===== src/rtl/mips_cache_pkg.sv =====
// Types shared by the cache controller and its posted-write buffer.
package mips_cache_pkg;

   typedef enum logic [1:0] {
      IDLE  = 2'd0,
      ISSUE = 2'd1
   } wb_state_t;

   typedef struct packed {
      logic [31:2] addr;
      logic [31:0] data;
      logic [3:0]  byteenable;
   } wb_entry_t;

endpackage


===== src/rtl/mips_cache_wbuf_match.sv =====
// Combinational DEPTH-way word-address comparator for the write buffer:
// any-valid-entry hit plus the hit on the newest entry.
module mips_cache_wbuf_match #(
   parameter int DEPTH = 4
) (
   input  logic [29:0]                   req_addr,
   input  logic [DEPTH-1:0][29:0]        entry_addr,
   input  logic [DEPTH-1:0]              valid,
   input  logic [$clog2(DEPTH)-1:0]      newest,
   output logic                          hit,
   output logic                          newest_hit
);

   logic [DEPTH-1:0] match;

   always_comb begin
      match = '0;
      for (int i = 0; i < DEPTH; i++) begin
         match[i] = valid[i] && (entry_addr[i] == req_addr);
      end
   end

   assign hit        = |match;
   assign newest_hit = match[newest];

endmodule


===== src/rtl/mips_cache_wbuf_fifo.sv =====
// Posted-write FIFO between the CPU data port and the Avalon bus.
// Optional store merging into the newest entry: define WB_MERGE_EN.
module mips_cache_wbuf_fifo
   import mips_cache_pkg::*;
#(
   parameter int DEPTH = 4
) (
   input  logic        clk,
   input  logic        rst,
   input  logic [31:0] addr,
   input  logic        write_en,
   input  logic [31:0] writedata,
   input  logic [3:0]  byteenable,
   input  logic        active,
   input  logic        waitrequest,
   output logic        addr_in_wb,
   output logic [31:0] write_addr,
   output logic [31:0] write_data,
   output logic [3:0]  write_byteenable,
   output logic        write_writeenable,
   output logic [1:0]  state_out,
   output logic        full,
   output logic        empty
);

   localparam int PW = $clog2(DEPTH);
   localparam int CW = PW + 1;

   wb_state_t            state, state_nxt;
   logic [PW-1:0]        head, tail, newest;
   logic [CW-1:0]        count;
   wb_entry_t            mem [DEPTH];
   wb_entry_t            head_e;
   logic [DEPTH-1:0]     valid;
   logic [DEPTH-1:0][29:0] entry_addr;
   logic [PW-1:0]        offs;
   logic                 newest_hit;
   logic                 retire, alloc, merge;
   logic                 unused_addr_lsb;

   assign unused_addr_lsb = &{1'b0, addr[1:0]};

   assign head_e = mem[head];
   assign newest = tail - PW'(1);
   assign full   = (count == CW'(DEPTH));
   assign empty  = (count == '0);
   assign retire = (state == ISSUE) && !waitrequest;

`ifdef WB_MERGE_EN
   // A head already on the bus must not change under the Avalon write.
   assign merge = write_en && newest_hit && !((state == ISSUE) && (count == CW'(1)));
`else
   logic unused_newest_hit;
   assign unused_newest_hit = newest_hit;
   assign merge = 1'b0;
`endif

   assign alloc = write_en && !merge && (!full || retire);

   // Entry i is live when its distance from head is below count.
   always_comb begin
      valid = '0;
      offs  = '0;
      for (int i = 0; i < DEPTH; i++) begin
         offs          = PW'(i) - head;
         valid[i]      = ({1'b0, offs} < count);
         entry_addr[i] = mem[i].addr;
      end
   end

   mips_cache_wbuf_match #(.DEPTH(DEPTH)) u_match (
      .req_addr   (addr[31:2]),
      .entry_addr (entry_addr),
      .valid      (valid),
      .newest     (newest),
      .hit        (addr_in_wb),
      .newest_hit (newest_hit)
   );

   always_ff @(posedge clk or negedge rst) begin
      if (!rst) begin
         state <= IDLE;
         head  <= '0;
         tail  <= '0;
         count <= '0;
      end else begin
         state <= state_nxt;
         if (retire) head <= head + PW'(1);
         if (alloc)  tail <= tail + PW'(1);
         case ({alloc, retire})
            2'b10:   count <= count + CW'(1);
            2'b01:   count <= count - CW'(1);
            default: count <= count;
         endcase
      end
   end

   // Entry storage carries no reset; validity comes from head/count.
   always_ff @(posedge clk) begin
      if (alloc) begin
         mem[tail] <= '{addr: addr[31:2], data: writedata, byteenable: byteenable};
      end
`ifdef WB_MERGE_EN
      else if (merge) begin
         for (int b = 0; b < 4; b++) begin
            if (byteenable[b]) mem[newest].data[8*b +: 8] <= writedata[8*b +: 8];
         end
         mem[newest].byteenable <= mem[newest].byteenable | byteenable;
      end
`endif
   end

   always_comb begin
      state_nxt = state;
      case (state)
         IDLE:    if (active && !empty) state_nxt = ISSUE;
         ISSUE:   if (retire) state_nxt = (count > CW'(1) && active) ? ISSUE : IDLE;
         default: state_nxt = IDLE;
      endcase
   end

   always_comb begin
      write_writeenable = 1'b0;
      write_addr        = '0;
      write_data        = '0;
      write_byteenable  = '0;
      if (state == ISSUE) begin
         write_writeenable = 1'b1;
         write_addr        = {head_e.addr, 2'b00};
         write_data        = head_e.data;
         write_byteenable  = head_e.byteenable;
      end
   end

   assign state_out = state;

endmodule


===== config.mk =====
export PLATFORM = sky130hd
export DESIGN_NAME = mips_cache_wbuf_fifo
export DESIGN_NICKNAME = d
export VERILOG_FILES = /design/src/rtl/mips_cache_pkg.sv /design/src/rtl/mips_cache_wbuf_match.sv /design/src/rtl/mips_cache_wbuf_fifo.sv
export SDC_FILE = /design/constraint.sdc
export NUM_CORES = 1
export LEC_CHECK = 0
export CAP_MARGIN = 20
export CORE_UTILIZATION = 56
export CTS_BUF_LIST = sky130_fd_sc_hd__clkbuf_16
export DETAILED_ROUTE_END_ITERATION = 10
export MAX_ROUTING_LAYER = met4
export PLACE_DENSITY = 0.84
export SETUP_SLACK_MARGIN = 0.05
export SLEW_MARGIN = 20
export SYNTH_ARGS = -nofsm -noshare
export SYNTH_HDL_FRONTEND = slang
export SYNTH_SLANG_ARGS = --single-unit

===== constraint.sdc =====
create_clock -name clk -period 4.3 [get_ports clk]
set_clock_uncertainty 0.2 [all_clocks]
set_input_delay 1.29 -clock clk [delete_from_list [all_inputs] [get_ports clk]]
set_output_delay 1.29 -clock clk [all_outputs]
set_load 0.05 [all_outputs]

==> results of run 1 <==
-- synthesized netlist by cell type --
cell / count / area share (%)
sky130_fd_sc_hd__nand2b_1: 1 / 0.052
sky130_fd_sc_hd__nand2_1: 4 / 0.13
sky130_fd_sc_hd__a41o_1: 1 / 0.084
sky130_fd_sc_hd__xnor2_1: 28 / 2.1
sky130_fd_sc_hd__a311oi_1: 1 / 0.073
sky130_fd_sc_hd__clkbuf_2: 1 / 0.042
sky130_fd_sc_hd__xor2_1: 97 / 7.1
sky130_fd_sc_hd__and2_1: 70 / 3.7
sky130_fd_sc_hd__mux4_2: 66 / 12
sky130_fd_sc_hd__o21ai_0: 8 / 0.34
sky130_fd_sc_hd__clkbuf_1: 12 / 0.38
sky130_fd_sc_hd__nor4_1: 22 / 1.2
sky130_fd_sc_hd__edfxtp_1: 264 / 66
sky130_fd_sc_hd__buf_6: 5 / 0.47
sky130_fd_sc_hd__ha_1: 12 / 1.3
sky130_fd_sc_hd__dfrtp_1: 8 / 1.7
sky130_fd_sc_hd__a21oi_1: 8 / 0.34
sky130_fd_sc_hd__nand3_1: 6 / 0.25
sky130_fd_sc_hd__inv_1: 13 / 0.41
sky130_fd_sc_hd__buf_4: 4 / 0.25
sky130_fd_sc_hd__nor2b_1: 1 / 0.052
sky130_fd_sc_hd__and3_1: 1 / 0.052
sky130_fd_sc_hd__a211oi_1: 1 / 0.063
sky130_fd_sc_hd__buf_2: 6 / 0.25
sky130_fd_sc_hd__nor3_1: 2 / 0.084
sky130_fd_sc_hd__nor2_1: 3 / 0.094
sky130_fd_sc_hd__nand4_1: 10 / 0.52
sky130_fd_sc_hd__conb_1: 1 / 0.031
sky130_fd_sc_hd__a2111oi_0: 4 / 0.29
sky130_fd_sc_hd__or4_1: 1 / 0.063
-- metal layers --
metal	wire length, um	track usage [%]	vias up
met5	0	-	-
met4	801	8.144	0
met3	2424	6.840	80
met2	14200	44.48	319
met1	10580	34.70	3490
li1	-	-	2972
-- placed cells by master, fill, tap and decap left out, types with 10 or more instances in the layout --
cell type / synthesis / routed
sky130_fd_sc_hd__and2_1: 70 / 66
sky130_fd_sc_hd__buf_12: 0 / 10
sky130_fd_sc_hd__buf_4: 4 / 71
sky130_fd_sc_hd__buf_6: 5 / 13
sky130_fd_sc_hd__clkbuf_16: 0 / 27
sky130_fd_sc_hd__clkdlybuf4s50_1: 0 / 54
sky130_fd_sc_hd__dlygate4sd2_1: 0 / 47
sky130_fd_sc_hd__edfxtp_1: 264 / 264
sky130_fd_sc_hd__ha_1: 12 / 12
sky130_fd_sc_hd__inv_1: 13 / 20
sky130_fd_sc_hd__mux4_2: 66 / 66
sky130_fd_sc_hd__nand4_1: 10 / 10
sky130_fd_sc_hd__nor4_2: 0 / 17
sky130_fd_sc_hd__xnor2_1: 28 / 27
sky130_fd_sc_hd__xor2_1: 97 / 66
sky130_fd_sc_hd__xor2_2: 0 / 27
-- worst register-to-register path: cells and delay by family, from the launching register on --
kind            cells  cell delay, ns
compound gates      1            0.50
buf+inv             2            0.55
flops               1            0.55
simple gates        2            0.69
-- how the worst max path moves through the flow --
stage	to	slack, ns
after floorplan	mem[2][0]	0.20
after global placement	addr_in_wb	-0.52
after detailed placement	addr_in_wb	-0.70
after CTS	addr_in_wb	-0.06
after global routing	addr_in_wb	-0.12
final	addr_in_wb	-0.11
-- cell type report --
type	count	area, um2
clock buffers	27	675.6
inverters	13	48.80
multi-input cells	350	4103
fillers	1254	5499
well taps	275	344.1
repair buffers	218	2013
clock inverters	23	132.6
diodes	2	5.005
flip-flops and latches	272	8134
-- registers in the layout (all words and copies together), names as in the netlist --
register / flops
mem: 264
count: 3
head: 2
tail: 2
state_out: 1
-- metrics by stage --
step                util, %  instance area [um2]  hold WS [ns]  power [mW]
CTS                   73.17                15330        0.4464       10.82
finish                73.76                15460        0.3744       10.82
floorplan                 -                11960        0.3656       7.112
global route          73.76                15460        0.4125       11.27
global placement      67.60                14170        0.3881       8.636
detailed placement    67.60                14170        0.4309       8.730
-- kinds of logic (layout without fill, tap and decap cells) --
group,Yosys count,count (layout),synth area share [%]
adder cells (fa/ha/maj),12,12,1.256
buffers and inverters,41,281,1.801
AND/OR/NAND/NOR,121,121,6.115
AO/OA/AOI/OAI,23,23,1.183
flip-flops,272,272,68.01
multiplexers,66,66,12.44
XOR/XNOR,125,125,9.161
other,1,5,0.03138
-- what timing repair did --
item                       in CTS  in global routing
gates resized for setup       190                 45
setup endpoints to repair      44                 11
buffers inserted                9                  1
hold endpoints to repair        0                  0
pin swaps                      25                 18
-- report_power, final --
part           internal, mW  switching, mW
logic                  1.80           3.10
clock network          1.20          0.960
registers              3.50          0.265
==> results list, run 1 <==
- Hold-fix buffer count after cts: 0
* Syn_area_per_cell: 18.08 um2
- CTS Buf Count: 27
- The clock passes through at most 3 buffers.
- Pin placement for this block handled around 150 I/O pins.
- The count of buffers added on input and output ports is 141.
- CTS built an H-tree with a depth of 1.
- Reg2Reg Launch Point: state_out[0]
- The routed design could run at a clock period as short as 4.407 ns.
- The first global-routing pass estimated about 43,000 um of wire.
- Vias per Instance: 5.814
* Kind of end point of the critical path: output port
* Clock latency of the later-clocked register in the worst-skew pair: 0.52 ns
- Arrival time reported for the critical path endpoint: 2.92 ns
* Final estimated routing congestion in global placement: 0.9815
* Register-to-register setup slack: 1.48 ns
* Critical-path top delay cell: sky130_fd_sc_hd__nor4_2
- Max-capacitance violation count: 0
- Worst path required time: 2.81 ns
- Overall routed net length: 28,000 um
- Setup violations remaining at the end of the flow were counted as 1.
* Worst-case headroom to the max-slew limit: 64.16%
- For this run, the top clock speed supported by timing is 226.9 MHz.
- Slew at the pin closest to its max-slew limit: 0.5376 ns
- Clock-pin slew was measured on the worst setup and hold paths at 0.06 ns.
- The number of antenna violations at the first check in global routing came to 2.
* Worst setup startpoint: addr[26]
- Hpwl dp: 17,880 um
- VDD sags by at most between 0.6 and 0.7 mV.
- Top cell family by delay on the critical path: simple AND/OR/NAND/NOR gates
- Instance count along the most critical hold path: 2
- Hold Violations, Final: 0
- DRC marker count from the first detailed-route iteration: 500
- Residual overflow from global routing: 0
- DR WL/cell: approximately 24 um
- For this configuration, the core starts out at a cell density of between 50% and 60%.
- After floorplanning, the core was sized to cover 0.02096 mm2.
- Min-delay worst type: reg2reg
- The detail route stage leaves a number of antenna-violating nets equal to 0.
- Pre-Repair DR Iteration Count: 7
* Vias in the first global route: 7,382
- The critical path is of the in2out type.
- For this run, design rule violations remaining after detail routing come to 0.
* Violations in the final reports: setup timing
- Power density cells: 700.1 mW/mm2
* CP max stage delay: roughly 0.35 ns
- The worst register-to-register path ends at mem[3][55].
- For hold timing, the worst endpoint is head[1].
- R2R depth: 5
* Placed Cells: 1,119
- Count of synthesis-stage warnings from yosys: 0
- The count of final max-slew check failures is 0.
- The floorplan step defined a die boundary enclosing ~0.022 mm2.
- TritonCTS clock tree: yes
- Leak pwr: 5.468 nW
* RSZ-0062 raised after global routing: true
* # nets final: 967
* Final cycle utilization of the critical path: 102.5%
* Largest net degree at the start of global routing: 56
* Summed instance area of the synthesized netlist: 0.01195 mm2
* Standard-cell row count: 53
- Fraction of the yosys area taken by sequential cells: just under 70%
- Number of non-filler instances in the completed layout: 1,180
- CP max FO: 3
* Library cells used by synthesis: 30
- The die is 148.1 um wide.
- CP cell instances: buf_4 > buf_6 > xor2_2 > a2111oi_4 > nand4_1 > nor4_2 > or4_4 > buf_12
- The run finished, with violations left.
- Post-placement setup slack: -0.7029 ns
- Area growth from synthesis to layout: 29.34%
* Critical path depth: 8
* Vertical die dimension: 148.1 um
* Vias: ~7,000
- Across all setup checks in the final design, the least slack found is -0.1074 ns.
- Worst hold start: head[1]
- STA classifies the critical path startpoint as a primary input.
- In this run, synthesis produced a sequential element count of 272.
* Setup tns final: -0.1074 ns
- Global routing used 27.50% of the available tracks across all layers.
- In this run the clock root is driven by a sky130_fd_sc_hd__clkbuf_16.
- Bufs and invs on worst path: 3
- Sink Count: between 200 and 300
- Cells with a size suffix above 1 make up 30.79% of the layout.
- Synthesis handed over a netlist of 661 instances.
(Power assumes the default switching activity.)
==> inputs of run 2 (changes only) <==
--- a/config.mk
+++ b/config.mk
@@ -6,7 +6,9 @@
 export NUM_CORES = 1
 export LEC_CHECK = 0
 export CAP_MARGIN = 20
-export CORE_UTILIZATION = 56
+export CELL_PAD_IN_SITES_DETAIL_PLACEMENT = 1
+export CELL_PAD_IN_SITES_GLOBAL_PLACEMENT = 1
+export CORE_UTILIZATION = 48
 export CTS_BUF_LIST = sky130_fd_sc_hd__clkbuf_16
 export DETAILED_ROUTE_END_ITERATION = 10
 export MAX_ROUTING_LAYER = met4
==> run 2 against run 1 <==
The flow still finishes with violations (setup timing). Count of clock-buffer cells in the layout increased by 2. Global-route usage decreased by 0.63 points. Via count increased by 2.9%. Worst setup slack got worse by 0.13 ns. Sequential share of layout area decreased by 1.5 points. Cell count increased by 4.7%. Utilization decreased by 8.6 points. Clock power increased by 14%. Worst hold slack improved by 0.084 ns. Routed wire length increased by 23%. Maximum frequency decreased by 2.8%. Register-to-register slack got worse by 0.20 ns.
==> results list, run 2 (same netlist as run 1, synthesis figures left out) <==
- Clock latency of the later-clocked register in the worst-skew pair: 0.54 ns (+0.02 ns)
- Vias per Instance: 5.717 (-1.7%)
- Final estimated routing congestion in global placement: 0.9405 (-4.2%)
- The maximum cell stage delay along the critical path was 0.53 ns (+0.18 ns).
* Final cycle utilization of the critical path: 105.4% (+2.9 points)
- Setup tns final: -0.2334 ns (-0.1260 ns)
- CP cell instances: buf_4 > xor2_1 > inv_1 > ha_1 > a21oi_2 > nand3_2 > a2111oi_4 > or4_4 > buf_12
- The flow ran to the end, but the final reports show violations.
- More flip-flops sit in one register than any other, and that register is mem.
- The internal cell power was 6.936 mW (+6.7%).
- The floorplan die width came to 159.8 um (+7.9%).
* Overall routed net length: 34,330 um (+23%)
- Commonest non-fill, non-tap cell in the layout: sky130_fd_sc_hd__edfxtp_1
- TritonCTS clock tree: yes
- The worst-margin pin slew was 0.7071 ns (+0.1696 ns).
- H-tree level count: 1 (unchanged)
- Flip-flop count of the largest register, all copies and words added: 264 (unchanged)
- The clock-pin slew of the registers on the worst-case setup and hold paths was 0.07 ns (about the same).
- Core Footprint: 0.02439 mm2 (+16%)
- WHS Endpoint: tail[1]
- The leakage component of the power came to 5.605 nW (+2.5%).
- Standard-cell row count: 57 (+7.5%)
* Switching part of the total power: 40.00% (+0.071 points)
- Destination of the worst register-to-register timing path: mem[0][20]
- The worst setup path is launched from a flop.
- CTS Buf Count: 28 (+3.7%)
- Largest net degree at the start of global routing: 67 (+20%)
* Most frequent cells in the layout: sky130_fd_sc_hd__edfxtp_1, sky130_fd_sc_hd__buf_4, sky130_fd_sc_hd__clkdlybuf4s50_1, sky130_fd_sc_hd__mux4_2, sky130_fd_sc_hd__and2_1
- The initial core utilization was 48.99% (-8.0 points).
- Final routed DRC violation total: 0 (unchanged)
- The relative slew slack is 52.86% (-11 points).
* Instance count along the most critical hold path: 2 (unchanged)
- The final net count is 972 (+0.52%).
- Worst hold-check slack: 0.4584 ns (+0.08403 ns)
- Port Buffer Count: 141 (unchanged)
- The via count of the first global-routing pass came to 7,786 (+5.5%).
* Power density cells: 726.9 mW/mm2 (+3.8%)
* Pre-Repair DR Iteration Count: 4 (-3)
- Time the worst path needs with I/O delays and setup: 4.533 ns (+0.1260 ns)
- In the final layout, the registers with the most flip-flops are mem x264, count x3.
- Relative to the synthesized area, the layout overhead comes to 33.09%.
* Total global-route track usage: 26.87% (-0.63 points)
- The checks that failed: setup timing.
- The sum of internal, switching and leakage power was 11.56 mW (+6.8%).
- The fraction of power consumed by the clock network is 21.4% (+1.5 points).
* Startpoint-to-endpoint class of the critical path: reg2out
- Max Root-Sink Buffers: 3 (unchanged)
- Bufs and invs on worst path: 3 (unchanged)
- The maximum clock frequency was 220.6 MHz (-2.8%).
- The worst hold path belongs to the class reg2reg.
- The count of final max-slew check failures is 0 (unchanged).
- The kind of cell with the highest combined delay along the critical path is compound AO/OA/AOI/OAI gates.
- On the critical path, the stage with the largest delay is an instance of sky130_fd_sc_hd__dfrtp_4.
* Fill cell total of the finished layout: 2,089 (+67%)
* Clock Root Buffer: sky130_fd_sc_hd__clkbuf_16
* Residual overflow from global routing: 0 (unchanged)
- The required time of the critical path came to 2.81 ns (about the same).
- Post-route worst setup slack: -0.2334 ns (-0.1260 ns)
- Hpwl dp: 20,510 um (+15%)
- The overall via count from detail_route was 7,061 (+2.9%).
- Initial antenna violation count: 2 (unchanged)
* R2R depth: 4 (-1)
- Final setup viols: 1 (unchanged)
- The area of the die is 0.02553 mm2 (+16%).
- The data arrival time at the worst-slack endpoint was 3.04 ns (+0.12 ns).
* Share of total power in sequential cells: 33.3% (-1.5 points)
* Switching Power: 4.625 mW (+7.0%)
* Proportion of layout cells with a drive suffix above 1: 35.86% (+5.1 points)
- The number of violations of the max-capacitance limit is 0 (unchanged).
- The register-to-register setup slack is 1.28 ns (-0.20 ns).
* Count of antenna-violating nets left after detailed routing: 0 (unchanged)
- The die span in y is 159.8 um (+7.9%).
- DR WL/cell: 27.80 um (+17%)
- CP max FO: 4 (+1)
- Maximum vdd drop: 0.5411 mV (-14%)
- Final core utilization: 65.20% (-8.6 points)
- Kind of end point of the critical path: output port
* Worst hold start: tail[1]
- The share of total power in combinational logic came to 45.3% (about the same).
- DRC marker count from the first detailed-route iteration: 584 (+17%)
- RSZ-0062 raised after global routing: true
* Sink Count: 272 (unchanged)
- Global-route wire length before repair: 49,060 um (+15%)
- The I/O pin total came to 147 (unchanged).
- The final hold violation count was 0 (unchanged).
- Reg2Reg Launch Point: state_out[0]
[run 2: changes by cell type in the layout (fill, tap and decap cells not counted), sizes merged, moves of 3 or more]
cell,change
buf,+34
inv,-5
bufinv,+3
clkdlybuf4s50,+13
dlygate4sd2,-44
dlymetal6s2s,+9
clkdlybuf4s15,-6
[run 2: stage by stage]
stage,area [um2],instances,setup slack [ns]
3_5_place_dp,14160,1170,-0.7989
5_1_grt,15900,1235,-0.2827
6_report,15900,1235,-0.2334
3_3_place_gp,14160,1170,-0.5932
4_1_cts,15510,1226,-0.06374
2_1_floorplan,11960,663,0.1952
[run 2: power by group through the flow]
stage / Clock (mW) / Sequential (mW) / Combinational [mW]
after floorplan: 0 / 3.74 / 3.38
after global placement: 0 / 3.82 / 4.81
after detailed placement: 0 / 3.89 / 4.92
after CTS: 2.49 / 3.83 / 5.11
after global routing: 2.60 / 3.89 / 5.46
final: 2.47 / 3.85 / 5.24
[run 2: metal layers]
metal  up-vias  share of wire (%)  global-route usage [%]
met5         -                  0                       -
met4         0                2.7                   8.874
met3        61                6.5                   5.273
met2       300                 52                   45.57
met1      3718                 39                   32.40
li1       2982                  -                       -
[run 2: worst max path at each step]
stage                            end  slack (ns)  depth (start not counted)   startpoint
after floorplan            mem[2][0]        0.20                          3  waitrequest
after global placement    addr_in_wb       -0.59                          8      addr[7]
after detailed placement  addr_in_wb       -0.80                          9     addr[11]
after CTS                 addr_in_wb       -0.06                          9      addr[2]
after global routing      addr_in_wb       -0.28                          9      head[0]
final                     addr_in_wb       -0.23                          9      head[0]
[run 2: what timing repair did]
action                     CTS  global route
hold buffers                 0             0
buffers inserted             4             7
setup endpoints to repair   44            10
gates resized for setup    201            78
cloned                       0             0
pin swaps                   35            22
[run 2: worst register-to-register path, cell delays in order, from the launching register on]
cell and delay [ns]:
sky130_fd_sc_hd__dfrtp_2 0.81, sky130_fd_sc_hd__nand2b_1 0.35, sky130_fd_sc_hd__a21oi_1 0.50, sky130_fd_sc_hd__and2_2 0.51, sky130_fd_sc_hd__buf_4 0.34
[run 2: final cells by class]
type	count	area, um2	area share [%]
sequential	272	8134	51.14
timing repair buffer	222	2068	13.00
multi-input combinational	350	4308	27.09
antenna	2	5.005	0.03147
inverter	13	48.80	0.3068
clock buffer	29	725.7	4.563
tap	324	405.4	2.549
clock inverter	23	209.0	1.314
